## config.mk

```make
export PLATFORM = sky130hd
export DESIGN_NAME = uart_parity_unit
export DESIGN_NICKNAME = d
export VERILOG_FILES = /design/src/rtl/uart_pkg.sv /design/src/rtl/parity_bit_sel.sv /design/src/rtl/uart_parity_unit.sv
export SDC_FILE = /design/constraint.sdc
export NUM_CORES = 1
export LEC_CHECK = 0
export ABC_AREA = 1
export BUFFER_PORTS_ARGS = -buffer_cell sky130_fd_sc_hd__buf_4
export CORE_ASPECT_RATIO = 2
export CORE_MARGIN = 5
export CORE_UTILIZATION = 35
export DETAILED_ROUTE_END_ITERATION = 16
export GPL_TIMING_DRIVEN = 0
export SLEW_MARGIN = 20
export SYNTH_ARGS = -nofsm -noshare
export SYNTH_HDL_FRONTEND = slang
export SYNTH_SLANG_ARGS = --single-unit
```

## constraint.sdc

```tcl
create_clock -name CLK -period 1.9 [get_ports CLK]
set_input_delay 0.095 -clock CLK [delete_from_list [all_inputs] [get_ports CLK]]
set_output_delay 0.095 -clock CLK [all_outputs]
set_load 0.03 [all_outputs]
```

## src/rtl/uart_pkg.sv

```systemverilog
// ============================================================================
// Module   : uart_pkg
// Purpose  : Shared encodings for the UART parity unit: parity-type codes
//            carried on PAR_TYP and the RX checker state encoding.
// Contents : PAR_EVEN / PAR_ODD / PAR_MARK / PAR_SPACE, rx_state_t
// Revision : 1.0 - initial release
// ============================================================================
`default_nettype none

package uart_pkg;

   // Parity-type codes as they appear on PAR_TYP
   localparam logic [1:0] PAR_EVEN  = 2'b00;
   localparam logic [1:0] PAR_ODD   = 2'b01;
   localparam logic [1:0] PAR_MARK  = 2'b10;
   localparam logic [1:0] PAR_SPACE = 2'b11;

   // RX checker states
   typedef enum logic [1:0] {
      RX_IDLE   = 2'd0,
      RX_DATA   = 2'd1,
      RX_PARITY = 2'd2,
      RX_REPORT = 2'd3
   } rx_state_t;

endpackage : uart_pkg

`default_nettype wire

```

## src/rtl/parity_bit_sel.sv

```systemverilog
// ============================================================================
// Module   : parity_bit_sel
// Purpose  : Combinational parity-bit rule shared by the TX generator and the
//            RX checker so both sides always agree on the expected bit.
// Ports    : i_xor    - XOR reduction of the data word
//            i_enable - parity enabled; 0 forces the output low
//            i_type   - parity type code (even/odd/mark/space)
//            o_bit    - resulting parity bit
// Revision : 1.0 - initial release
// ============================================================================
`default_nettype none

module parity_bit_sel
   import uart_pkg::*;
(
   input  logic       i_xor,
   input  logic       i_enable,
   input  logic [1:0] i_type,
   output logic       o_bit
);

   always_comb begin
      o_bit = 1'b0;
      if (i_enable) begin
         case (i_type)
            PAR_EVEN:  o_bit = i_xor;
            PAR_ODD:   o_bit = ~i_xor;
            PAR_MARK:  o_bit = 1'b1;
            PAR_SPACE: o_bit = 1'b0;
            default:   o_bit = 1'b0;
         endcase
      end
   end

endmodule : parity_bit_sel

`default_nettype wire

```

## src/rtl/uart_parity_unit.sv

```systemverilog
// ============================================================================
// Module   : uart_parity_unit
// Purpose  : Parity generator (TX) and checker (RX) for the UART datapath.
//            TX latches a word plus parity mode while the serializer is idle
//            and presents a stable registered parity bit for the frame.
//            RX accumulates sampled data bits, checks the received parity
//            bit and emits a one-cycle completion/error report.
// Ports    : CLK, RST            - clock, synchronous active-high reset
//            PAR_EN, PAR_TYP     - parity enable and type (shared TX/RX mode)
//            P_DATA, tx_load,
//            busy                - TX word, capture request, serializer busy
//            par_bit             - registered TX parity bit
//            rx_start,
//            rx_bit_valid, rx_bit- RX frame start, bit strobe, sampled bit
//            chk_done, par_err   - RX report pulse and mismatch flag
//            rx_busy             - checker inside a frame
// Revision : 1.0 - initial release
// ============================================================================
`default_nettype none

module uart_parity_unit
   import uart_pkg::*;
#(
   parameter int DATA_WIDTH = 8
)(
   input  logic                  CLK,
   input  logic                  RST,
   input  logic                  PAR_EN,
   input  logic [1:0]            PAR_TYP,
   input  logic [DATA_WIDTH-1:0] P_DATA,
   input  logic                  tx_load,
   input  logic                  busy,
   output logic                  par_bit,
   input  logic                  rx_start,
   input  logic                  rx_bit_valid,
   input  logic                  rx_bit,
   output logic                  chk_done,
   output logic                  par_err,
   output logic                  rx_busy
);

   localparam int              CNT_W  = $clog2(DATA_WIDTH + 1);
   localparam logic [CNT_W-1:0] c_LAST = CNT_W'(DATA_WIDTH - 1);

   // ------------------------------------------------------------------------
   // TX half
   // ------------------------------------------------------------------------
   logic [DATA_WIDTH-1:0] r_tx_word;
   logic                  r_tx_en;
   logic [1:0]            r_tx_typ;
   logic                  r_par_bit;
   logic                  w_tx_exp;

   parity_bit_sel u_tx_sel (
      .i_xor    (^r_tx_word),
      .i_enable (r_tx_en),
      .i_type   (r_tx_typ),
      .o_bit    (w_tx_exp)
   );

   // par_bit is computed from the captured copy, so it lags a capture by
   // one cycle and is immune to PAR_* activity between captures.
   always_ff @(posedge CLK) begin
      if (RST) begin
         r_tx_word <= '0;
         r_tx_en   <= 1'b1;
         r_tx_typ  <= PAR_EVEN;
         r_par_bit <= 1'b0;
      end else begin
         if (tx_load && !busy) begin
            r_tx_word <= P_DATA;
            r_tx_en   <= PAR_EN;
            r_tx_typ  <= PAR_TYP;
         end
         r_par_bit <= w_tx_exp;
      end
   end

   assign par_bit = r_par_bit;

   // ------------------------------------------------------------------------
   // RX half
   // ------------------------------------------------------------------------
   rx_state_t        r_state,  w_state_nxt;
   logic [CNT_W-1:0] r_cnt,    w_cnt_nxt;
   logic             r_acc,    w_acc_nxt;
   logic             r_mis,    w_mis_nxt;
   logic             r_rx_en,  w_en_nxt;
   logic [1:0]       r_rx_typ, w_typ_nxt;
   logic             w_rx_exp;

   // The accumulator is complete by the time PARITY is reached, so the
   // expected bit can be taken straight from it.
   parity_bit_sel u_rx_sel (
      .i_xor    (r_acc),
      .i_enable (r_rx_en),
      .i_type   (r_rx_typ),
      .o_bit    (w_rx_exp)
   );

   always_ff @(posedge CLK) begin
      if (RST) begin
         r_state  <= RX_IDLE;
         r_cnt    <= '0;
         r_acc    <= 1'b0;
         r_mis    <= 1'b0;
         r_rx_en  <= 1'b1;
         r_rx_typ <= PAR_EVEN;
      end else begin
         r_state  <= w_state_nxt;
         r_cnt    <= w_cnt_nxt;
         r_acc    <= w_acc_nxt;
         r_mis    <= w_mis_nxt;
         r_rx_en  <= w_en_nxt;
         r_rx_typ <= w_typ_nxt;
      end
   end

   always_comb begin
      w_state_nxt = r_state;
      w_cnt_nxt   = r_cnt;
      w_acc_nxt   = r_acc;
      w_mis_nxt   = r_mis;
      w_en_nxt    = r_rx_en;
      w_typ_nxt   = r_rx_typ;

      // A start request opens a fresh frame from any state. In REPORT the
      // outputs decode the current state, so the pending report still
      // appears for its cycle before the new frame begins in DATA.
      if (rx_start) begin
         w_state_nxt = RX_DATA;
         w_cnt_nxt   = '0;
         w_acc_nxt   = 1'b0;
         w_mis_nxt   = 1'b0;
         w_en_nxt    = PAR_EN;
         w_typ_nxt   = PAR_TYP;
      end else begin
         case (r_state)
            RX_IDLE: begin
               w_state_nxt = RX_IDLE;
            end
            RX_DATA: begin
               if (rx_bit_valid) begin
                  w_acc_nxt = r_acc ^ rx_bit;
                  w_cnt_nxt = r_cnt + CNT_W'(1);
                  if (r_cnt == c_LAST) begin
                     w_state_nxt = r_rx_en ? RX_PARITY : RX_REPORT;
                  end
               end
            end
            RX_PARITY: begin
               if (rx_bit_valid) begin
                  w_mis_nxt   = (rx_bit != w_rx_exp);
                  w_state_nxt = RX_REPORT;
               end
            end
            RX_REPORT: begin
               w_state_nxt = RX_IDLE;
            end
            default: begin
               w_state_nxt = RX_IDLE;
            end
         endcase
      end
   end

   // r_mis is cleared on every frame open, so it is always 0 when parity
   // is disabled.
   assign chk_done = (r_state == RX_REPORT);
   assign par_err  = (r_state == RX_REPORT) && r_mis;
   assign rx_busy  = (r_state != RX_IDLE);

endmodule : uart_parity_unit

`default_nettype wire

```

# After elaboration in Yosys (flattened, before gate mapping)
# Cells that the tools add are included.
dict set report word_totals {
  ff_bits 23
  input_bits 18
  output_inout_bits 4
  wordCells 57
}
dict set report op_classes {
  n_addsub 1
  eq_ne 17
  n_mux 9
  n_bitwise 4
  reduce_logical 15
}
# op count
set op_table {}
lappend op_table {{2-bit equality test, second input constant} 6}
lappend op_table {{3-bit != test, second input constant} 3}
lappend op_table {{1-bit one-hot mux with 4 select lines} 2}
lappend op_table {{8-bit parity} 1}
lappend op_table {{2-bit by 1-bit equality test with 1-bit output, second input constant} 3}
lappend op_table {{2-bit logical NOT} 3}
lappend op_table {{2-bit two-way mux} 3}
lappend op_table {{2-bit != test, second input constant} 3}
lappend op_table {{2-bit one-hot mux with 3 select lines} 1}
lappend op_table {{3-bit AND reduction} 2}
lappend op_table {{2-bit OR reduction} 3}
lappend op_table {{4-bit by 1-bit adder with 4-bit output, second input constant} 1}
lappend op_table {{4-bit by 3-bit equality test with 1-bit output, second input constant} 1}
lappend op_table {{2-bit AND reduction} 2}
lappend op_table {{1-bit two-way mux} 3}
lappend op_table {{1-bit inverter} 3}
lappend op_table {{1-bit logical AND} 2}
lappend op_table {{2-bit nonzero test} 1}
lappend op_table {{1-bit logical NOT} 1}
lappend op_table {{1-bit != test} 1}
lappend op_table {{1-bit bitwise XOR} 1}

# Depth between registers and ports, before layout
# Gate-level depths: netlist of the first run.
dict set report depth {
  depth_word 5
  depth_mapped 11
  ltp_nobuf 11
}

# Modules after synthesis
# From an unflattened synthesis of the first run, not the netlist that was laid out.
dict set report hier_totals {
  cells_unflattened 159
  area_unflattened_um2 1157.4
}
# module instances cells_per_inst area_per_inst_um2 seq_area_each_um2
set by_module_without_submodules {}
lappend by_module_without_submodules {uart_parity_unit 1 147 1107.3 460.4}
lappend by_module_without_submodules {parity_bit_sel 2 6 25.0 0.0}

# Least setup slack after synthesis of the first run
# No wires, ideal clock.
dict set report synth_timing {
  kind {flip-flop to flip-flop}
  startpoint {reg r_state[0]}
  endpoint {reg r_state[0]}
  setup_time_ps 115
  t_arrival_ps 1162
  required_ps 1785
  slack_ps 623
  stages_incl_launch_ff 9
  path_buffers 0
  period_less_slack_ps 1277
  path_cell_list {dfxtp_1 -> inv_1 -> ha_1 -> inv_1 -> nor2_1 -> o21ai_1 -> o21ai_0 -> o21ai_0 -> inv_1}
}
dict set report synth_between {
  elab_chain_len 4
  elab_cells_between_ends 11
  cone_classes {eq/ne: 6; mux: 2; reduce/logical: 3}
}
# item line
set synth_rtl {}
lappend synth_rtl {{start: declaration} uart_parity_unit.sv:84} ;# rx_state_t r_state, w_state_nxt;
lappend synth_rtl {{start signal: assignment} uart_parity_unit.sv:110} ;# r_state <= w_state_nxt;
lappend synth_rtl {{2-bit equality test or 2-bit logical NOT (tied branches)} uart_parity_unit.sv:138} ;# case (r_state)
lappend synth_rtl {{2-bit OR reduction (no line)} --}
lappend synth_rtl {{2-bit one-hot mux with 3 select lines} uart_parity_unit.sv:138}
lappend synth_rtl {{1-bit two-way mux} uart_parity_unit.sv:130} ;# if (rx_start) begin
# Several ways; a longest one is shown, not always the timed one.
# A chain may end at the register's enable or synchronous reset.

# Final worst setup path of the first run
# Ends and elaborated chain as after synthesis.

==> results of run 1 <==
==> metrics by stage <==
step	instances	total power [mW]	hold slack (ns)
after floorplan	177	0.679	0.217
after global placement	230	0.750	0.330
after detailed placement	230	0.753	0.334
after CTS	234	1.06	0.0566
after global routing	234	1.11	0.0616
final	234	1.04	0.0552
==> power by group <==
group | total, mW | switching [mW] | internal (mW)
Combinational | 0.208 | 0.120 | 0.0880
Clock | 0.304 | 0.154 | 0.150
Sequential | 0.528 | 0.0180 | 0.510
Total | 1.04 | 0.292 | 0.748
==> worst register-to-register path, stage by stage (launching register included) <==
cell and delay, ns:
dfxtp_1 0.40, inv_1 0.09, ha_1 0.22, inv_1 0.07, nor2_1 0.04, o21ai_1 0.23
o21ai_0 0.10, o21ai_0 0.14, inv_1 0.06
==> cells by family (layout without fill, tap and decap cells) <==
logic type / count (synthesis) / after routing / synth area share (%)
xor+xnor: 2 / 2 / 1.48
mux: 1 / 1 / 0.848
fa+ha+maj: 6 / 6 / 6.36
simple gates: 70 / 70 / 24.2
flops: 23 / 23 / 39.0
compound gates: 38 / 38 / 16.3
buf+inv: 37 / 62 / 11.8
==> per-layer routing <==
| metal | wire length (um) | share of wire (%) | track usage, % | vias to the layer above |
|---|---|---|---|---|
| met5 | 0 | 0 | 0 | - |
| met4 | 63 | 2.6 | 6.74 | 0 |
| met3 | 97 | 4.0 | 1.63 | 5 |
| met2 | 1420 | 58 | 23.2 | 16 |
| met1 | 854 | 35 | 11.4 | 486 |
| li1 | - | - | - | 599 |
==> sequential cells by signal (all words and copies together), names as in the netlist <==
name       count
r_rx_en        1
r_tx_typ       2
r_cnt          4
r_tx_en        1
r_rx_typ       2
r_state        2
r_tx_word      8
r_mis          1
par_bit        1
r_acc          1
==> cell type report <==
cell class / instances / area share [%]
buffer: 3 / 0.792
clock buffer: 4 / 3.17
inverter: 34 / 8.97
multi-input combinational: 117 / 40.8
sequential: 23 / 32.4
tap: 32 / 2.81
timing repair buffer: 21 / 11.1
==> worst max-delay path by stage <==
stage,startpoint,to,slack (ns),cells past startpoint
6_report,r_state[0],r_state[0],0.44,8
5_1_grt,r_state[0],r_state[0],0.22,8
4_1_cts,r_state[0],r_state[0],0.43,8
3_5_place_dp,r_state[0],r_state[0],0.44,8
3_3_place_gp,r_state[0],r_state[0],0.43,8
2_1_floorplan,r_state[0],r_state[0],0.62,8
==> cells in the final DEF, fill, tap and decap left out <==
master    Yosys  routed
clkbuf_8      0       3
clkbuf_1      3       4
o21ai_0      17      17
dfxtp_1      23      23
xor2_1        1       1
a21oi_1      16      16
nand4_1       4       4
nor2_1       19      19
nand2_1      40      40
inv_2         2       2
mux2i_1       1       1
o211ai_1      1       1
nand3_1       4       4
nand2_2       3       3
inv_1        32      32
buf_4         0      21
ha_1          6       6
o21ai_1       4       4
xnor2_1       1       1
==> impl_results.md, run 1 <==
- Fmax achieved: 685 MHz
- Syn Nets: 201
- Ant. Diodes: 0
- DP Worst Slack: 0.438 ns
- Post-Route WL: 2.43 mm
- Vias in the first global route: 1069
- Max-cap violations: 0
- Top cell type's share of synthesized area: 39.0%
- HP Start: PAR_EN
- FILL cells: 369
- CP Data Required Time: 2.06 ns
- Crit end category: register
- Layout Utilization: 42.6%
- Antenna Nets Post-Route: 0
- Total CTS buffers: 3
- Clk Tree Root Cell: clkbuf_8
- Die area: 4700 um^2
- Gpl congestion: 0.783
- Share of cells above drive strength 1: 14.4%
- Synth warn: 0
- CP Buf/Inv Count: 3
- Post-route DRC: 0
- Tightest Pin Transition: 0.459 ns
- P&R area growth vs syn: 20.6%
- Pwr Density: 731 nW/um^2
- Vias/cell: 4.73
- FF/Latch Area: 460 um^2
- Global-route wire length before repair: 4.36 mm
- Critical path's slowest cell: dfxtp_1
- Initial DRC count: 10
- Status: finished, final reports clean
- Slew Limit Fails: 0
- Placed Instance Area: 1380 um^2
- Initial Utilization: 35.3%
- Mean Syn Cell Area: 6.67 um^2
- Area of the multi-input gates: 581 um^2
- Most frequent cell after synthesis: nand2_1
- Total GRT Usage: 12.0%
- Worst skew pair latency: 0.26 ns
- Crit-path max FO: 4
- Initial antenna violation count: 0
- RSZ-0062 raised after global routing: no
- Most frequent CP cell: inv_1
- Max incr delay on CP: 0.40 ns
- # rows: 30
- VDD IR-drop max: 0.441 mV
- Core Box Area: 3340 um^2
- Post-Syn Area: 1180 um^2
- Worst Hold Depth: 3
- # resized after CTS: 0
- Most common library cells after synthesis: nand2_1, inv_1, dfxtp_1, nor2_1, o21ai_0
- Reg2Reg Depth: 8
- R2r endpoint: r_state[0]
- IO Pins: 22
- Arrival time worst endpoint: 1.62 ns
- Wirelength per Cell: 10.4 um
- Clk_skew: 0.00383 ns
- Finished Cell Area: 1420 um^2
- Via Count: 1106
- Clock Path Buffers: 2
- Overflow after GRT: 0
- Synth cell types: 17
- Crit Path Class: reg -> reg
- Flop-to-flop setup slack: 0.44 ns
- Number of synthesized register bits: 23
- Hold Path Sink: r_tx_en
- Tcrit/Tclk final: 76.8%
- Crit path launch type: register
- FFs w/ async S/R, synth: 0%
- Sequential-to-total area share from yosys stat: 39.0%
- Chip width: 51.1 um
- Buffers on Ports: 21
- Die height: 92.1 um
- P_leak: 0.706 nW
- Final setup vio count: 0
- Crit-path leading delay family: compound AO/OA/AOI/OAI gates
- Hold_buf cts: 0
- Setup ws final: 0.440 ns
- Worst-path clk slew: 0.08 ns
- Synth area leader: dfxtp_1
- Setup TNS: 0 ns
- Pre-Repair DR Iteration Count: 4
- Worst hold path class: in -> reg
- Main area contributors after synthesis: dfxtp_1, nand2_1, inv_1
- Top FF cell, synth: dfxtp_1
- Number of synthesized flops with an enable pin: 0
- Worst R2R Start: r_state[0]
- Clk sink count: 23
- Setup Fix Bufs, Post-CTS: 0
- CTS tree: built
- DPL Wire Length: 2.05 mm
- H-tree Lvls: 1
- Period minus WS final: 1.46 ns
- Final nets: 227
- Rel. slew slack: 69.3%
- CP Cell Sequence: inv_1 > ha_1 > inv_1 > nor2_1 > o21ai_1 > o21ai_0 > o21ai_0 > inv_1
- Syn Inst Count: 177
- Final hold vios: 0
- Largest net degree at the start of global routing: 13
No activity file was read; power rests on OpenSTA's default activity.
==> run 2, diff against run 1 <==
==> constraint.sdc (replaced) <==
create_clock -name CLK -period 1.35 [get_ports CLK]
set_input_delay 0.0675 -clock CLK [delete_from_list [all_inputs] [get_ports CLK]]
set_output_delay 0.0675 -clock CLK [all_outputs]
set_load 0.03 [all_outputs]
==> run 2 against run 1 <==
Compared with the run above: count of clock-buffer cells in the layout unchanged; utilization increased by 1.4 points; combinational power grew 47%; register-to-register slack worse by 0.32 ns; final cell count increased by 0.85%; worst setup slack worse by 0.32 ns; clock power grew 40%.
==> impl_results.md, run 2 (synthesized netlist as in run 1, its figures left out) <==
- DP Worst Slack: -0.112 ns (-0.550 ns)
- Crit-path leading delay family: flip-flops
- Commonest non-fill, non-tap cells in the layout: nand2_1, inv_1, buf_4
- Die height: 92.1 um (unchanged)
- P&R area growth vs syn: 24.5%
- Final setup vio count: 0 (unchanged)
- Placed Instance Area: 1380 um^2 (unchanged)
- Hold_buf cts: 0 (unchanged)
- Chip width: 51.1 um (unchanged)
- CP Cell Sequence: inv_1 > ha_2 > nand2_2 > inv_2 > nand4_1 > o21ai_1 > a21oi_1
- Share of cells above drive strength 1: 19.6% (+5.3 points)
- IO Pins: 22 (unchanged)
- Antenna Nets Post-Route: 0 (unchanged)
- # rows: 30 (unchanged)
- Flop-to-flop setup slack: 0.12 ns (-0.32 ns)
- Clk_skew: 0.00400 ns (+0.000174 ns)
- Layout Utilization: 44.0% (+1.4 points)
- Vias/cell: 4.76 (+0.77%)
- Tightest Pin Transition: 0.451 ns (-0.00798 ns)
- Total CTS buffers: 3 (unchanged)
- Clk sink count: 23 (unchanged)
- Tcrit/Tclk final: 91.4% (+15 points)
- Finished Cell Area: 1470 um^2 (+3.3%)
- Max incr delay on CP: 0.35 ns (-0.05 ns)
- DPL Wire Length: 2.05 mm (unchanged)
- Period minus WS final: 1.23 ns (-0.226 ns)
- P_leak: 0.717 nW (+1.7%)
- Worst hold path class: in -> reg
- CTS tree: built
- Post-Route WL: 2.47 mm (+1.6%)
- Max FFs per register: 8 (unchanged)
- VDD IR-drop max: 0.598 mV (+35%)
- Critical Path Source: r_state[1]
- Die area: 4700 um^2 (unchanged)
- Wirelength per Cell: 10.5 um (+0.78%)
- Status: finished, final reports clean
- Top Registers: r_tx_word (8), r_cnt (4)
- Slew Limit Fails: 0 (unchanged)
- Initial antenna violation count: 0 (unchanged)
- Initial Utilization: 35.3% (unchanged)
- Critical path's slowest cell: dfxtp_2
- Total GRT Usage: 12.1% (+0.098 points)
- Crit Path Class: reg -> reg
- RSZ-0062 raised after global routing: yes
- Pre-Repair DR Iteration Count: 3 (-1)
- Via Count: 1124 (+1.6%)
- Worst R2R Start: r_state[1]
- Rel. slew slack: 69.8% (+0.53 points)
- Largest net degree at the start of global routing: 13 (unchanged)
- Pwr Density: 1010 nW/um^2 (+38%)
- Most common cell after layout, fill and taps aside: nand2_1
- Final nets: 229 (+0.88%)
- Largest Register: r_tx_word
- Initial DRC count: 11 (+1)
- Crit path to: r_cnt[3]
- Hold_ws: 0.0283 ns (-0.0269 ns)
- Clk Tree Root Cell: clkbuf_8
- Crit-path max FO: 6 (+2)
- CP Data Required Time: 1.51 ns (-0.55 ns)
- Crit path launch type: register
- Clock Path Buffers: 2 (unchanged)
- Buffers on Ports: 21 (unchanged)
- Worst-path clk slew: 0.08 ns (about the same)
- Core Box Area: 3340 um^2 (unchanged)
- Reg2Reg Depth: 7 (-1)
- Ant. Diodes: 0 (unchanged)
- Vias in the first global route: 1074 (+0.47%)
- R2r endpoint: r_cnt[3]
- H-tree Lvls: 1 (unchanged)
- Overflow after GRT: 0 (unchanged)
- Arrival time worst endpoint: 1.39 ns (-0.23 ns)
- Max-cap violations: 0 (unchanged)
- Final hold vios: 0 (unchanged)
- Fmax achieved: 810 MHz (+18%)
- CP Buf/Inv Count: 2 (-1)
- Global-route wire length before repair: 4.40 mm (+0.96%)
- Worst skew pair latency: 0.26 ns (about the same)
- FILL cells: 358 (-3.0%)
- Gpl congestion: 0.783 (unchanged)
- Crit path depth: 7 (-1)
- Crit end category: register
- Setup ws final: 0.116 ns (-0.324 ns)
- Post-route DRC: 0 (unchanged)
run 2: cell count changes in the layout (fill, tap and decap cells not counted), moves of 2 or more:
cell / delta
buf_4: +2
inv_1: -2
o21ai_0: -2
dfxtp_1: -2
ha_1: -2
run 2: worst reg2reg max path: cells and delay by family, from the launching register on:
kind	cells	cell delay [ns]
AND/OR/NAND/NOR	2	0.18
buffers and inverters	2	0.20
adder cells (fa/ha/maj)	1	0.22
flip-flops	1	0.35
AO/OA/AOI/OAI	2	0.18
run 2: layout make-up:
class / count / area, um^2 / share of cell area (%)
Buffer: 3 / 11.3 / 0.767
Clock buffer: 4 / 45.0 / 3.07
Inverter: 34 / 130 / 8.86
Multi-Input combinational cell: 117 / 604 / 41.1
Sequential cell: 23 / 465 / 31.7
Tap cell: 32 / 40.0 / 2.73
Timing Repair Buffer: 23 / 173 / 11.8
run 2: worst min-delay path by stage:
stage                  start       to  slack, ns  cells after the start
detailed placement    PAR_EN  r_tx_en       0.31                      3
finish                PAR_EN  r_tx_en       0.03                      3
floorplan           rx_start  r_rx_en       0.19                      2
global route          PAR_EN  r_rx_en       0.03                      3
global placement      PAR_EN  r_rx_en       0.30                      3
CTS                   PAR_EN  r_tx_en       0.03                      3
run 2: routing by layer:
layer / vias up / global-route usage, % / part of all wire (%)
met5: - / 0 / 0
met2: 14 / 23.3 / 58
li1: 608 / - / -
met3: 5 / 1.63 / 3.5
met4: 0 / 6.74 / 2.5
met1: 497 / 11.6 / 36
run 2: per-stage QoR:
stage | power (mW) | TNS, ns | cells
detailed placement | 1.06 | -0.121 | 230
finish | 1.48 | 0 | 236
global placement | 1.06 | -0.127 | 230
floorplan | 0.956 | 0 | 177
global route | 1.58 | -0.00433 | 236
CTS | 1.49 | 0 | 234
run 2: where the power goes:
group / internal, mW / switching [mW] / leakage [nW] / total (mW)
Sequential: 0.719 / 0.0279 / 0.190 / 0.747
Combinational: 0.133 / 0.174 / 0.504 / 0.306
Clock: 0.211 / 0.215 / 0.0228 / 0.426
Total: 1.06 / 0.417 / 0.717 / 1.48
run 2: what timing repair did:
item                                    4_1_cts  5_1_grt
endpoints found under the setup margin        2        3
gates resized for setup                       2       12
setup buffers                                 0        2
pin swaps                                     0        3
==> run 3, diff against run 2 <==
==> constraint.sdc (replaced) <==
create_clock -name CLK -period 1.1 [get_ports CLK]
set_input_delay 0.055 -clock CLK [delete_from_list [all_inputs] [get_ports CLK]]
set_output_delay 0.055 -clock CLK [all_outputs]
set_load 0.03 [all_outputs]
==> run 3 against run 2 <==
Compared with the run above: the flow now finishes with violations (negative setup slack); maximum frequency up 4.6%; via count shrank 0.80%; sequential power increased by 24%; die area unchanged; sequential share of layout area hardly changed; worst hold slack worse by 0.016 ns; clock skew increased by 0.0037 ns; critical path depth grew 1; first-iteration DRC count shrank 55%; register-to-register slack lost 0.20 ns; utilization grew 2.3 points; critical endpoint is now r_state[0].
==> impl_results.md, run 3 (synthesized netlist as in run 1, its figures left out) <==
- Max FFs per register: 8 (unchanged)
- Final nets: 232 (+1.3%)
- Slew Limit Fails: 0 (unchanged)
- DP Worst Slack: -0.155 ns (-0.0431 ns)
- Final hold vios: 0 (unchanged)
- VDD IR-drop max: 0.680 mV (+14%)
- Buffers on Ports: 21 (unchanged)
- Total CTS buffers: 3 (unchanged)
- P_leak: 0.740 nW (+3.1%)
- Clk Tree Root Cell: clkbuf_8
- Pre-Repair DR Iteration Count: 2 (-1)
- Commonest non-fill, non-tap cells in the layout: nand2_1, inv_1, buf_4
- Worst hold path class: in -> reg
- Most common cell after layout, fill and taps aside: nand2_1
- Crit-path max FO: 4 (-2)
- Switching Fraction: 28.2% (-0.033 points)
- Chip width: 51.1 um (unchanged)
- Comb pwr share: 21.8% (+1.1 points)
- Post-Route WL: 2.51 mm (+1.6%)
- Worst R2R Start: r_state[0]
- Die area: 4700 um^2 (unchanged)
- Clock power frac: 28.0% (-0.8 points)
- Flop-to-flop setup slack: -0.08 ns (-0.20 ns)
- Rel. slew slack: 68.4% (-1.4 points)
- Global-route wire length before repair: 4.25 mm (-3.5%)
- Vias/cell: 4.67 (-2.0%)
- Largest Register: r_tx_word
- Crit Path Class: reg -> reg
- Worst skew pair latency: 0.26 ns (about the same)
- Antenna Nets Post-Route: 0 (unchanged)
- Gpl congestion: 0.733 (-6.3%)
- CTS tree: built
- Overflow after GRT: 0 (unchanged)
- Fmax achieved: 847 MHz (+4.6%)
- Clk_skew: 0.00770 ns (+0.00370 ns)
- DR WL met2: 1.49 mm (+3.9%)
- Ant. Diodes: 0 (unchanged)
- Hold_buf cts: 0 (unchanged)
- Clk sink count: 23 (unchanged)
- Clock Path Buffers: 2 (unchanged)
- Top Registers: r_tx_word (8), r_cnt (4)
- Largest net degree at the start of global routing: 13 (unchanged)
- Psw: 0.518 mW (+24%)
- Worst Hold Depth: 3 (unchanged)
- RSZ-0062 raised after global routing: yes
- Initial Utilization: 35.3% (unchanged)
- # rows: 30 (unchanged)
- Post-route DRC: 0 (unchanged)
- Tot Pwr: 1.84 mW (+24%)
- Initial antenna violation count: 0 (unchanged)
- Failing checks: negative setup slack
- Setup TNS: -0.260 ns (-0.260 ns)
- Core Box Area: 3340 um^2 (unchanged)
- Vias in the first global route: 1091 (+1.6%)
- Internal power: 1.32 mW (+24%)
- Worst-path clk slew: 0.08 ns (about the same)
- Reg2Reg Depth: 8 (+1)
- Met3 WL: 86 um (unchanged)
- IO Pins: 22 (unchanged)
- Wirelength per Cell: 10.5 um (+0.30%)
- Max-cap violations: 0 (unchanged)
- CP Data Required Time: 1.26 ns (-0.25 ns)
- Setup ws final: -0.0800 ns (-0.196 ns)
- Die height: 92.1 um (unchanged)
- H-tree Lvls: 1 (unchanged)
- Crit path launch type: register
- Period minus WS final: 1.18 ns (-0.0538 ns)
- Crit end category: register
- HP Start: PAR_EN
- Total GRT Usage: 11.6% (-0.51 points)
- Status: finished with violations
- Tcrit/Tclk final: 107% (+16 points)
- P&R area growth vs syn: 31.0%
- Tightest Pin Transition: 0.472 ns (+0.0212 ns)
- Final setup vio count: 7 (+7)
- Finished Cell Area: 1550 um^2 (+5.2%)
- Arrival time worst endpoint: 1.34 ns (-0.05 ns)
- Pwr Density: 1190 nW/um^2 (+18%)
- R2r endpoint: r_state[0]
- Via Count: 1115 (-0.80%)
- Routed metal-1 wirelength: 879 um (-0.79%)
- Placed Instance Area: 1400 um^2 (+1.5%)
- Max layer used: met4
- Initial DRC count: 5 (-6)
- DPL Wire Length: 2.05 mm (+0.33%)
- Hold Path Sink: r_rx_en
- Sequential Power Share: 50.2% (-0.3 points)
- Hold_ws: 0.0122 ns (-0.0161 ns)
- Share of cells above drive strength 1: 31.9% (+12 points)
-- run 3: changes by cell type in the layout (fill, tap and decap cells not counted), sizes merged --
cell / before / now
buf: 23 / 26
-- run 3: power groups by stage --
stage	clock, mW	sequential, mW	combinational (mW)
5_1_grt	0.580	0.932	0.454
2_1_floorplan	0	0.942	0.242
3_5_place_dp	0	0.937	0.373
4_1_cts	0.545	0.920	0.393
6_report	0.515	0.924	0.400
3_3_place_gp	0	0.937	0.372
-- run 3: metal layers --
layer / vias up / track usage (%)
met4: 0 / 5.39
met5: - / 0
li1: 614 / -
met3: 5 / 1.95
met1: 482 / 10.4
met2: 14 / 23.3
-- run 3: per-stage QoR --
step | cells | utilization, %
2_1_floorplan | 177 | -
3_3_place_gp | 230 | 41.9
3_5_place_dp | 230 | 41.9
4_1_cts | 237 | 44.8
5_1_grt | 239 | 46.3
6_report | 239 | 46.3
-- run 3: cell type report --
type	count	area, um^2
fillers	352	1800
multi-input cells	117	631
flip-flops and latches	23	489
repair buffers	26	199
inverters	34	130
clock buffers	4	45.0
well taps	32	40.0
plain buffers	3	11.3
-- run 3: how the worst max path moves through the flow --
| stage | start | endpoint | slack (ns) |
|---|---|---|---|
| after floorplan | r_state[0] | r_state[0] | -0.04 |
| after global placement | r_state[0] | r_state[0] | -0.17 |
| after detailed placement | r_state[0] | r_state[0] | -0.15 |
| after CTS | r_state[0] | r_state[0] | -0.1 |
| after global routing | r_state[0] | r_state[0] | -0.20 |
| final | r_state[0] | r_state[0] | -0.08 |
-- run 3: critical path: stages (launching register included) --
cell and delay (ns):
dfxtp_4 0.38, inv_4 0.04, ha_4 0.15, inv_2 0.05
nor2_2 0.03, o21ai_2 0.17, o21ai_1 0.08, o21ai_1 0.12
inv_1 0.05
-- run 3: what timing repair did --
action | in CTS | in global routing
buffers inserted | 3 | 2
pin swaps | 6 | 8
endpoints found under the hold margin | 0 | 0
setup endpoints to repair | 9 | 11
gates resized for setup | 16 | 20
